$ cat src/rtl/pe_sched_pkg.sv
// Shared types and helpers for the PE array scheduling controller:
// sequencer states, column region codes, column classification and port widths.
package pe_sched_pkg;

   typedef enum logic [2:0] {
      S_IDLE,
      S_PRE,
      S_DS,
      S_MIX,
      S_FS,
      S_DONE
   } sched_state_e;

   localparam logic [1:0] REG_DS   = 2'd0;
   localparam logic [1:0] REG_MIX  = 2'd1;
   localparam logic [1:0] REG_FS   = 2'd2;
   localparam logic [1:0] REG_NONE = 2'd3;

   function automatic int cw_width(input int n_col);
      return $clog2(n_col + 1);
   endfunction

   function automatic int rw_width(input int mix_rows, input int fs_rows);
      return $clog2(((mix_rows > fs_rows) ? mix_rows : fs_rows) + 1);
   endfunction

   // Columns next to the full-sampled band are transition columns.
   function automatic logic [1:0] col_class(input int col, input int c_lo, input int c_hi);
      if (col >= c_lo && col <= c_hi) begin
         return REG_FS;
      end
      if (col == c_lo - 1 || col == c_hi + 1) begin
         return REG_MIX;
      end
      return REG_DS;
   endfunction

   function automatic sched_state_e state_of_region(input logic [1:0] reg_code);
      case (reg_code)
         REG_MIX: return S_MIX;
         REG_FS:  return S_FS;
         default: return S_DS;
      endcase
   endfunction

   function automatic logic [1:0] region_of_state(input sched_state_e st);
      case (st)
         S_DS:    return REG_DS;
         S_MIX:   return REG_MIX;
         S_FS:    return REG_FS;
         default: return REG_NONE;
      endcase
   endfunction

endpackage

$ cat src/rtl/pe_row_pattern.sv
// Combinational decode of one PE row: (region, pass, row) -> per-row array controls.
// Outside a search region it yields the idle values (cb_select=1, everything else 0).
module pe_row_pattern
   import pe_sched_pkg::*;
#(
   parameter int DS_ROWS = 38,
   parameter int RW      = 7
) (
   input  logic [1:0]    region_i,
   input  logic [1:0]    pass_i,
   input  logic [RW-1:0] row_i,
   output logic          cb_select_o,
   output logic [1:0]    abs_control_o,
   output logic          change_ref_o,
   output logic          ref_input_control_o
);

   logic [1:0] base;
   int         row_int;

   always_comb begin
      row_int             = int'(row_i);
      base                = {pass_i[0], 1'b0};
      cb_select_o         = 1'b1;
      abs_control_o       = 2'd0;
      change_ref_o        = 1'b0;
      ref_input_control_o = 1'b0;
      case (region_i)
         REG_DS, REG_MIX: begin
            cb_select_o         = (pass_i == 2'd0);
            ref_input_control_o = 1'b1;
            if (row_int < 8) begin
               abs_control_o = base;
               change_ref_o  = 1'b1;
            end else if (row_int < DS_ROWS - 4) begin
               // Interleaved region: even rows compute, odd rows shift.
               abs_control_o = row_i[0] ? base : (base | 2'd1);
               change_ref_o  = row_i[0];
            end else if (row_int < DS_ROWS) begin
               abs_control_o = base | 2'd1;
               change_ref_o  = 1'b1;
            end else begin
               abs_control_o       = base | 2'd1;
               change_ref_o        = 1'b1;
               ref_input_control_o = 1'b0;
            end
         end
         REG_FS: begin
            cb_select_o         = 1'b0;
            abs_control_o       = pass_i;
            change_ref_o        = 1'b1;
            ref_input_control_o = (row_int < 4);
         end
         default: begin
            cb_select_o = 1'b1;
         end
      endcase
   end

endmodule

$ cat src/rtl/pe_array_sched_ctrl.sv
// PE array sequencing controller: preloads the current block, then walks the search
// window column by column emitting registered per-row PE controls, with stall and abort.
module pe_array_sched_ctrl
   import pe_sched_pkg::*;
#(
   parameter int N_COL      = 32,
   parameter int PRE_CYCLES = 64,
   parameter int DS_ROWS    = 38,
   parameter int MIX_ROWS   = 66,
   parameter int FS_ROWS    = 21,
   parameter int N_SUBBLK   = 4,
   parameter int C_LO       = 9,
   parameter int C_HI       = 15
) (
   input  logic                                   clk,
   input  logic                                   rst,
   input  logic                                   start,
   input  logic                                   stall,
   input  logic                                   abort,
   output logic                                   busy,
   output logic                                   done,
   output logic                                   out_valid,
   output logic                                   in_curr_enable,
   output logic                                   cb_select,
   output logic [1:0]                             abs_control,
   output logic                                   change_ref,
   output logic                                   ref_input_control,
   output logic [1:0]                             region,
   output logic [cw_width(N_COL)-1:0]             search_column_count,
   output logic [rw_width(MIX_ROWS, FS_ROWS)-1:0] search_row_count
);

   localparam int CW = cw_width(N_COL);
   localparam int RW = rw_width(MIX_ROWS, FS_ROWS);
   localparam int PW = $clog2(PRE_CYCLES);

   localparam logic [RW-1:0] DS_LAST      = RW'(DS_ROWS - 1);
   localparam logic [RW-1:0] MIX_LAST     = RW'(MIX_ROWS - 1);
   localparam logic [RW-1:0] FS_LAST      = RW'(FS_ROWS - 1);
   localparam logic [1:0]    FS_PASS_LAST = 2'(N_SUBBLK - 1);
   localparam logic [CW-1:0] COL_LAST     = CW'(N_COL - 1);
   localparam logic [PW-1:0] PRE_LAST     = PW'(PRE_CYCLES - 1);
   localparam logic [PW-1:0] PRE_HALF     = PW'(PRE_CYCLES / 2);

   sched_state_e  state_q, state_d;
   logic [CW-1:0] col_q, col_d;
   logic [RW-1:0] row_q, row_d;
   logic [1:0]    pass_q, pass_d;
   logic [PW-1:0] pre_q, pre_d;

   logic          hold;
   logic [RW-1:0] row_last;
   logic [1:0]    pass_last;
   logic [1:0]    region_d;
   logic          pat_cb, pat_cr, pat_ri;
   logic [1:0]    pat_abs;

   logic          busy_q, done_q, valid_q, ice_q, cb_q, cr_q, ri_q;
   logic [1:0]    abs_q, region_q;
   logic [CW-1:0] col_out_q;
   logic [RW-1:0] row_out_q;

   always_comb begin
      state_d   = state_q;
      col_d     = col_q;
      row_d     = row_q;
      pass_d    = pass_q;
      pre_d     = pre_q;
      hold      = 1'b0;
      row_last  = (state_q == S_FS) ? FS_LAST : ((state_q == S_MIX) ? MIX_LAST : DS_LAST);
      pass_last = (state_q == S_FS) ? FS_PASS_LAST : 2'd1;
      if (state_q != S_IDLE && abort) begin
         state_d = S_IDLE;
         col_d   = '0;
         row_d   = '0;
         pass_d  = '0;
         pre_d   = '0;
      end else if (state_q != S_IDLE && stall) begin
         hold = 1'b1;
      end else begin
         case (state_q)
            S_IDLE: begin
               if (start) begin
                  state_d = S_PRE;
                  pre_d   = '0;
               end
            end
            S_PRE: begin
               if (pre_q == PRE_LAST) begin
                  state_d = state_of_region(col_class(0, C_LO, C_HI));
                  col_d   = '0;
                  row_d   = '0;
                  pass_d  = '0;
               end else begin
                  pre_d = pre_q + PW'(1);
               end
            end
            S_DS, S_MIX, S_FS: begin
               if (row_q != row_last) begin
                  row_d = row_q + RW'(1);
               end else begin
                  row_d = '0;
                  if (pass_q != pass_last) begin
                     pass_d = pass_q + 2'd1;
                  end else begin
                     // Column finished: next column starts on the following cycle, no bubble.
                     pass_d = '0;
                     if (col_q == COL_LAST) begin
                        state_d = S_DONE;
                     end else begin
                        col_d   = col_q + CW'(1);
                        state_d = state_of_region(col_class(int'(col_q) + 1, C_LO, C_HI));
                     end
                  end
               end
            end
            S_DONE: begin
               state_d = S_IDLE;
            end
            default: begin
               state_d = S_IDLE;
            end
         endcase
      end
      region_d = region_of_state(state_d);
   end

   pe_row_pattern #(
      .DS_ROWS(DS_ROWS),
      .RW     (RW)
   ) u_row_pattern (
      .region_i           (region_d),
      .pass_i             (pass_d),
      .row_i              (row_d),
      .cb_select_o        (pat_cb),
      .abs_control_o      (pat_abs),
      .change_ref_o       (pat_cr),
      .ref_input_control_o(pat_ri)
   );

   // Outputs are decoded from the next position so they line up with the state registers.
   always_ff @(posedge clk or posedge rst) begin
      if (rst) begin
         state_q   <= S_IDLE;
         col_q     <= '0;
         row_q     <= '0;
         pass_q    <= '0;
         pre_q     <= '0;
         busy_q    <= 1'b0;
         done_q    <= 1'b0;
         valid_q   <= 1'b0;
         ice_q     <= 1'b0;
         cb_q      <= 1'b1;
         abs_q     <= 2'd0;
         cr_q      <= 1'b0;
         ri_q      <= 1'b0;
         region_q  <= REG_NONE;
         col_out_q <= '0;
         row_out_q <= '0;
      end else begin
         state_q <= state_d;
         col_q   <= col_d;
         row_q   <= row_d;
         pass_q  <= pass_d;
         pre_q   <= pre_d;
         if (hold) begin
            valid_q <= 1'b0;
         end else begin
            busy_q    <= (state_d != S_IDLE);
            done_q    <= (state_d == S_DONE);
            valid_q   <= (region_d != REG_NONE);
            ice_q     <= (state_d == S_PRE);
            cb_q      <= (state_d == S_PRE) ? (pre_d < PRE_HALF) : pat_cb;
            abs_q     <= pat_abs;
            cr_q      <= pat_cr;
            ri_q      <= pat_ri;
            region_q  <= region_d;
            col_out_q <= (region_d != REG_NONE) ? col_d : '0;
            row_out_q <= (region_d != REG_NONE) ? row_d : '0;
         end
      end
   end

   assign busy                = busy_q;
   assign done                = done_q;
   assign out_valid           = valid_q;
   assign in_curr_enable      = ice_q;
   assign cb_select           = cb_q;
   assign abs_control         = abs_q;
   assign change_ref          = cr_q;
   assign ref_input_control   = ri_q;
   assign region              = region_q;
   assign search_column_count = col_out_q;
   assign search_row_count    = row_out_q;

endmodule
$ cat config.mk
export PLATFORM = sky130hd
export DESIGN_NAME = pe_array_sched_ctrl
export DESIGN_NICKNAME = d
export VERILOG_FILES = /design/src/rtl/pe_sched_pkg.sv /design/src/rtl/pe_row_pattern.sv /design/src/rtl/pe_array_sched_ctrl.sv
export SDC_FILE = /design/constraint.sdc
export NUM_CORES = 1
export LEC_CHECK = 0
export BUFFER_PORTS_ARGS = -buffer_cell sky130_fd_sc_hd__buf_4
export CAP_MARGIN = 40
export CORE_MARGIN = 4
export CORE_UTILIZATION = 54
export CTS_BUF_LIST = sky130_fd_sc_hd__clkbuf_16
export DETAILED_ROUTE_END_ITERATION = 10
export PLACE_DENSITY = 0.83
export RECOVER_POWER = 100
export SLEW_MARGIN = 10
export SYNTH_ARGS = -nofsm -noshare
export SYNTH_HDL_FRONTEND = slang
export SYNTH_SLANG_ARGS = --single-unit
export TNS_END_PERCENT = 5
$ cat constraint.sdc
create_clock -name clk -period 2.75 [get_ports clk]
set_input_delay 0.1375 -clock clk [delete_from_list [all_inputs] [get_ports clk]]
set_output_delay 0.1375 -clock clk [all_outputs]
set_load 0.1 [all_outputs]
; ---- Yosys cells after proc, flatten, opt, wreduce, memory -nomap -nowiden
; Cells that the tools add are included.
[classes]
n_reduce_logical = 11
mux = 79
addsub = 5
n_eq_ne = 20
n_lt_le_gt_ge = 7
[ops]
columns = operator, count
row1 = 6-bit 2-to-1 mux, 11
row2 = 7-bit 2-to-1 mux, 7
row3 = 2-bit 2-to-1 mux, 16
row4 = 1-bit 2-to-1 mux, 27
row5 = 6-bit one-hot mux with 2 select lines, 2
row6 = 3-bit 2-to-1 mux, 7
row7 = "7-bit by 6-bit < comparator with 1-bit output, second input constant", 2
row8 = 7-bit one-hot mux with 2 select lines, 1
row9 = "6-bit by 1-bit adder with 6-bit output, second input constant", 2
row10 = "3-bit by 2-bit == test with 1-bit output, second input constant", 4
row11 = "3-bit == test, second input constant", 3
row12 = 3-bit one-hot mux with 3 select lines, 1
row13 = 2-bit one-hot mux with 2 select lines, 2
row14 = "6-bit by 1-bit adder with 7-bit output, second input constant", 1
row15 = "7-bit by 1-bit adder with 7-bit output, second input constant", 1
row16 = "7-bit by 4-bit == test with 1-bit output, second input constant", 1
row17 = "7-bit by 5-bit == test with 1-bit output, second input constant", 1
row18 = "7-bit by 4-bit greater-or-equal comparator with 1-bit output, second input constant", 1
row19 = "7-bit by 4-bit <= comparator with 1-bit output, second input constant", 1
row20 = "7-bit by 3-bit < comparator with 1-bit output, second input constant", 1
row21 = "7-bit by 4-bit < comparator with 1-bit output, second input constant", 1
row22 = 7-bit != test, 1
row23 = "3-bit by 1-bit == test with 1-bit output, second input constant", 2
row24 = "6-bit by 5-bit == test with 1-bit output, second input constant", 1
row25 = other kinds (17), 25
[totals]
inputBits = 5
ff_bits = 48
elab_cells = 138

; ---- Longest topological paths before layout
[logic_depth]
word_depth = 39
depth_mapped = 12
depth_no_buf = 10

; ---- By module
; From an unflattened synthesis, not the netlist that was laid out.
[unflattened]
hier_cells = 352
area_unflattened_um2 = 2970.3
[by_module_without_submodules]
columns = mod, area_per_inst_um2, cells_per_inst, n_inst, seq_area_each_um2
row1 = pe_array_sched_ctrl, 2844.0, 334, 1, 1204.9
row2 = pe_row_pattern, 126.4, 18, 1, 0.0

; ---- Worst setup path after synthesis
; OpenSTA, ideal clock, no wires.
[synth_timing]
path_type = flip-flop to flip-flop
start = reg state_q[1]
end = reg col_out_q[1] (netlist: search_column_count[1])
arrival_ns = 2.568
t_required_ns = 2.628
path_stages_with_launch = 11
synth_period_minus_slack_ns = 2.690
setup_ns = 0.122
setup_slack_ns = 0.060
cell_sequence = dfrtp_1 > buf_2 > nor3b_2 > mux2i_1 > o2111ai_2 > or3_1 > o211a_2 > o31ai_4 > o22ai_4 > buf_6 > a22o_1
[synth_via]
elab_chain_len = 12
elab_cells_between_ends = 34
[synth_lines]
columns = item, line_no
row1 = "start, declared", pe_array_sched_ctrl.sv:45  ; sched_state_e state_q, state_d;
row2 = "start signal, assigned", pe_array_sched_ctrl.sv:161  ; state_q <= state_d;
row3 = 3-bit by 2-bit == test with 1-bit output or 3-bit == test (tied branches), "pe_array_sched_ctrl.sv:70, pe_array_sched_ctrl.sv:81, pe_array_sched_ctrl.sv:71"
row4 = 7-bit 2-to-1 mux or 2-bit 2-to-1 mux (tied branches), "pe_array_sched_ctrl.sv:70, pe_array_sched_ctrl.sv:71"
row5 = 7-bit 2-to-1 mux or 2-bit != test (tied branches), "pe_array_sched_ctrl.sv:70, pe_array_sched_ctrl.sv:103"
row6 = 7-bit != test or 3-bit 2-to-1 mux (tied branches), "pe_array_sched_ctrl.sv:99, pe_array_sched_ctrl.sv:103"
row7 = 3-bit 2-to-1 mux, pe_array_sched_ctrl.sv:99  ; if (row_q != row_last) begin
row8 = 3-bit one-hot mux with 3 select lines, pe_array_sched_ctrl.sv:81  ; case (state_q)
row9 = 3-bit 2-to-1 mux, pe_array_sched_ctrl.sv:78  ; end else if (state_q != S_IDLE && stall) begin
row10 = 3-bit 2-to-1 mux *, pe_array_sched_ctrl.sv:72  ; if (state_q != S_IDLE && abort) begin
row11 = net state_d[0], pe_array_sched_ctrl.sv:45
row12 = 3-bit == test or 3-bit by 2-bit == test with 1-bit output (tied branches), pe_sched_pkg.sv:47  ; case (st)
row13 = 2-bit one-hot mux with 3 select lines *, pe_sched_pkg.sv:47
row14 = 2-bit != test *, pe_array_sched_ctrl.sv:178  ; col_out_q <= (region_d != REG_NONE) ? col_d : '0;
row15 = 6-bit 2-to-1 mux *, pe_array_sched_ctrl.sv:178
row16 = "end signal, assigned", pe_array_sched_ctrl.sv:178
row17 = "end, declared", pe_array_sched_ctrl.sv:60  ; logic [CW-1:0] col_out_q;
; The timed path passes the listed nets; every way through them passes the cells marked *.
; A chain may end at the register's enable or synchronous reset.

; ---- Worst setup path in the final report
[layout_timing]
start = reg state_q[1]
end = reg col_out_q[5] (netlist: search_column_count[5])
; Same word-level chain as after synthesis.

==> metrics.txt <==
CP endpoint kind flip-flop; XOR/XNOR share of the synthesized area 1.15%; Synth cell types between 70 and 80; adder-cell share of the synthesized area under 10%; H-tree Lvls 2; DR top layer met4; area grow syn2layout 20.6%; layout cells sized above 1 21.8%; GRT Overall Usage between 20% and 30%; Leakage Power 1.56 nW; clock share of power 39.5%; IO Pins 29; Simple-Gate Fraction of Synth Area 23.2%; Max Clock Skew 7.35 ps; Synthesis Warnings 0; violated checks negative setup slack; Synth Area in Compound Gates 27.0%; initial antenna violation count 0; CTS sink cnt 48; row count 27; hold wc startpoint start; metal3 WL 441 um; Mapped Nets 350; FF+latch count, synth 48; first-pass GRT wire length around 14000 um; Routed WL 8240 um; total gr overflow 0; drt pass-1 iters 5; Die Wd 83.2 um; largest net degree at the start of global routing 29; top post-synthesis cells by area dfrtp_1 (37%), nand2_1 (4.2%), o21ai_0 (3.6%); sw frac between 20% and 30%; antenna fix cells 0; status complete, but fails checks; Mapped Avg Cell Area 8.98 um2; Least-Margin Pin Slew 1230 ps; vias in the first global route 2931; IO buf count 28; root cell of the clock tree clkbuf_16; Core Region 5510 um2; unrepaired setup endpoints after global routing yes; biggest area consumer among synthesized cells dfrtp_1; initial core utilization 55.5%; drc violations 0; Hold WS roughly 100 ps; Tot Pwr 0.00151 W; Fin. Hold Viols 0; Util after Layout 66.9%; WL met1 3560 um; Peak VDD IR ~370 uV; CP Class flip-flop to flip-flop; Critical Path AT 2930 ps; worst setup margin -4.30 ps; NetSw 0.000409 W; Tcrit/Tclk final 100%; Tightest Hold Check Type input pin to flip-flop; setup bufs post-CTS 0; ys flop type dfrtp_1; CTS clk-pin slew, worst paths 70 ps; maxcap violations 0; Worst setup SP type flip-flop; Routed WL per cell 17.5 um; max_slew headroom between 10% and 20%; fmax between 300 and 400 MHz; Non-Filler Instances 471; post-DP HPWL 5970 um; ANT nets after route 0; Clock Path Buffers 2; CTS tree built; Post-Synthesis Cell Area 3050 um2; Critical Path Start state_q[1]; main combinational cell family by area after synthesis compound AO/OA/AOI/OAI gates; dpl cells 462; Final nets just over 400; Setup Slack @ Placement -124 ps; Post-Syn Instances 340; Met2 Routed Length 4030 um; CTS Buf Count 5; Req. time, crit path 2930 ps; Die Y-Extent 83.2 um; clk_lat worst skew 290 ps; Post-synth EDFFs 0; Finish-stage setup viols 1; pwr dens 410 nW/um2; post-synth top area share 36.9%; DR vias ~2900; mux cell area share after synthesis 1.35%; Comb power frac 12.4%; Final min period approximately 2800 ps; die area 6920 um2; FF-to-FF Start state_q[1]; Seq pwr share 48.1%; fraction of registers with async set/reset 100%; Iter 0 DRT Violations 249; CP Max Fanout 13; sequential cell area fraction in the yosys report 39.5%; internal power 0.00110 W; gpl congestion 1.00; post-DR vias/cell just over 6; Max Slew Vio Count 0
## through the flow
stage          setup TNS (ps)  area (um2)
6_report                -4.30        3680
5_1_grt                 -1540        3680
4_1_cts                 -7.19        3760
3_5_place_dp             -477        3580
3_3_place_gp            -31.0        3560
2_1_floorplan               0        3050
## area by class of cell
| class | count | area (um2) |
|---|---|---|
| Timing Repair Buffer | 72 | 470 |
| Sequential cell | 48 | 1200 |
| Clock inverter | 3 | 16.3 |
| Fill cell | 454 | 1820 |
| Inverter | 16 | 60.1 |
| Clock buffer | 5 | 125 |
| Tap cell | 72 | 90.1 |
| Multi-Input combinational cell | 255 | 1720 |
## cell usage after synthesis (all sizes together) (2+ instances only)
cell type / instances
buf: 8
nor4: 6
dfrtp: 45
nand3b: 2
clkbuf: 13
nor3: 6
o31ai: 7
a21oi: 18
dfstp: 3
and2: 5
nor2b: 3
a21boi: 2
mux2i: 3
o21ai: 24
o2111ai: 2
a211oi: 5
nor2: 29
nand3: 13
and3: 5
nor3b: 2
nand2b: 8
o211ai: 4
a22o: 11
o2bb2ai: 5
ha: 5
xnor2: 3
o21a: 2
a31o: 4
inv: 16
a32o: 3
or3: 3
o221ai: 2
or2: 8
a31oi: 8
nand2: 34
nand4: 3
o22ai: 2
## placed cells by master (no fill, tap or decap), types with 4 or more instances in the layout
master / instances
a211oi_1: 4
a21oi_1: 17
a22o_1: 11
a31o_2: 4
a31oi_1: 8
and2_1: 5
and3_1: 4
buf_4: 43
clkbuf_1: 24
clkbuf_16: 5
dfrtp_1: 45
ha_1: 5
inv_1: 17
nand2_1: 33
nand2b_1: 8
nand3_1: 13
nor2_1: 29
nor3_1: 5
nor4_1: 4
o211ai_1: 4
o21ai_0: 22
o2bb2ai_1: 4
o31ai_1: 5
or2_2: 5
## worst max-delay path, cell delays in order (launching register included)
cell and delay (ps):
dfrtp_1 440, nor3b_2 310, mux2i_1 310, o2111ai_2 170, or3_1 380, o211a_2 160, o31ai_4 320, o22ai_4 140
buf_12 170, a32o_1 240
## power groups by stage
stage	Sequential (W)	Clock [W]	Combinational [W]
after floorplan	0.000788	0	0.0000780
after global placement	0.000738	0	0.000186
after detailed placement	0.000739	0	0.000192
after CTS	0.000726	0.000606	0.000194
after global routing	0.000728	0.000642	0.000200
final	0.000727	0.000596	0.000186
## registers in the layout (all words and copies together) (netlist names)
signal               flops
state_q                  3
region                   2
change_ref               1
out_valid                1
col_q                    6
row_q                    7
busy                     1
abs_control              2
pre_q                    6
pass_q                   2
search_column_count      6
cb_select                1
done                     1
ref_input_control        1
in_curr_enable           1
search_row_count         7
## kinds of logic after synthesis
kind of cell             Yosys count
multiplexers                       4
adder cells (fa/ha/maj)            5
AND/OR/NAND/NOR                  132
buffers and inverters             37
flip-flops                        48
XOR/XNOR                           4
AO/OA/AOI/OAI                    110
## metal layers
layer | track usage (%) | vias to the layer above
met1 | 31.0 | 1418
met2 | 39.7 | 109
met5 | 0 | -
li1 | - | 1374
met3 | 5.26 | 22
met4 | 10.5 | 0
## repair_timing
action                                  in CTS  in global routing
resized for setup                            3                  6
gates cloned                                 0                  0
hold buffers                                 1                  0
endpoints found under the hold margin       17                  0
endpoints found under the setup margin      16                 16
pin swaps                                    4                  5
## final timing paths
path	cells past startpoint	slack (ps)	endpoint
max	9	-4	search_column_count[5]
min	3	100	in_curr_enable
max reg2reg	9	-4	search_column_count[5]
min reg2reg	2	490	done
max in group asynchronous	4	490	col_q[0]
min in group asynchronous	3	550	change_ref
Power figures use the tool's default switching activity.
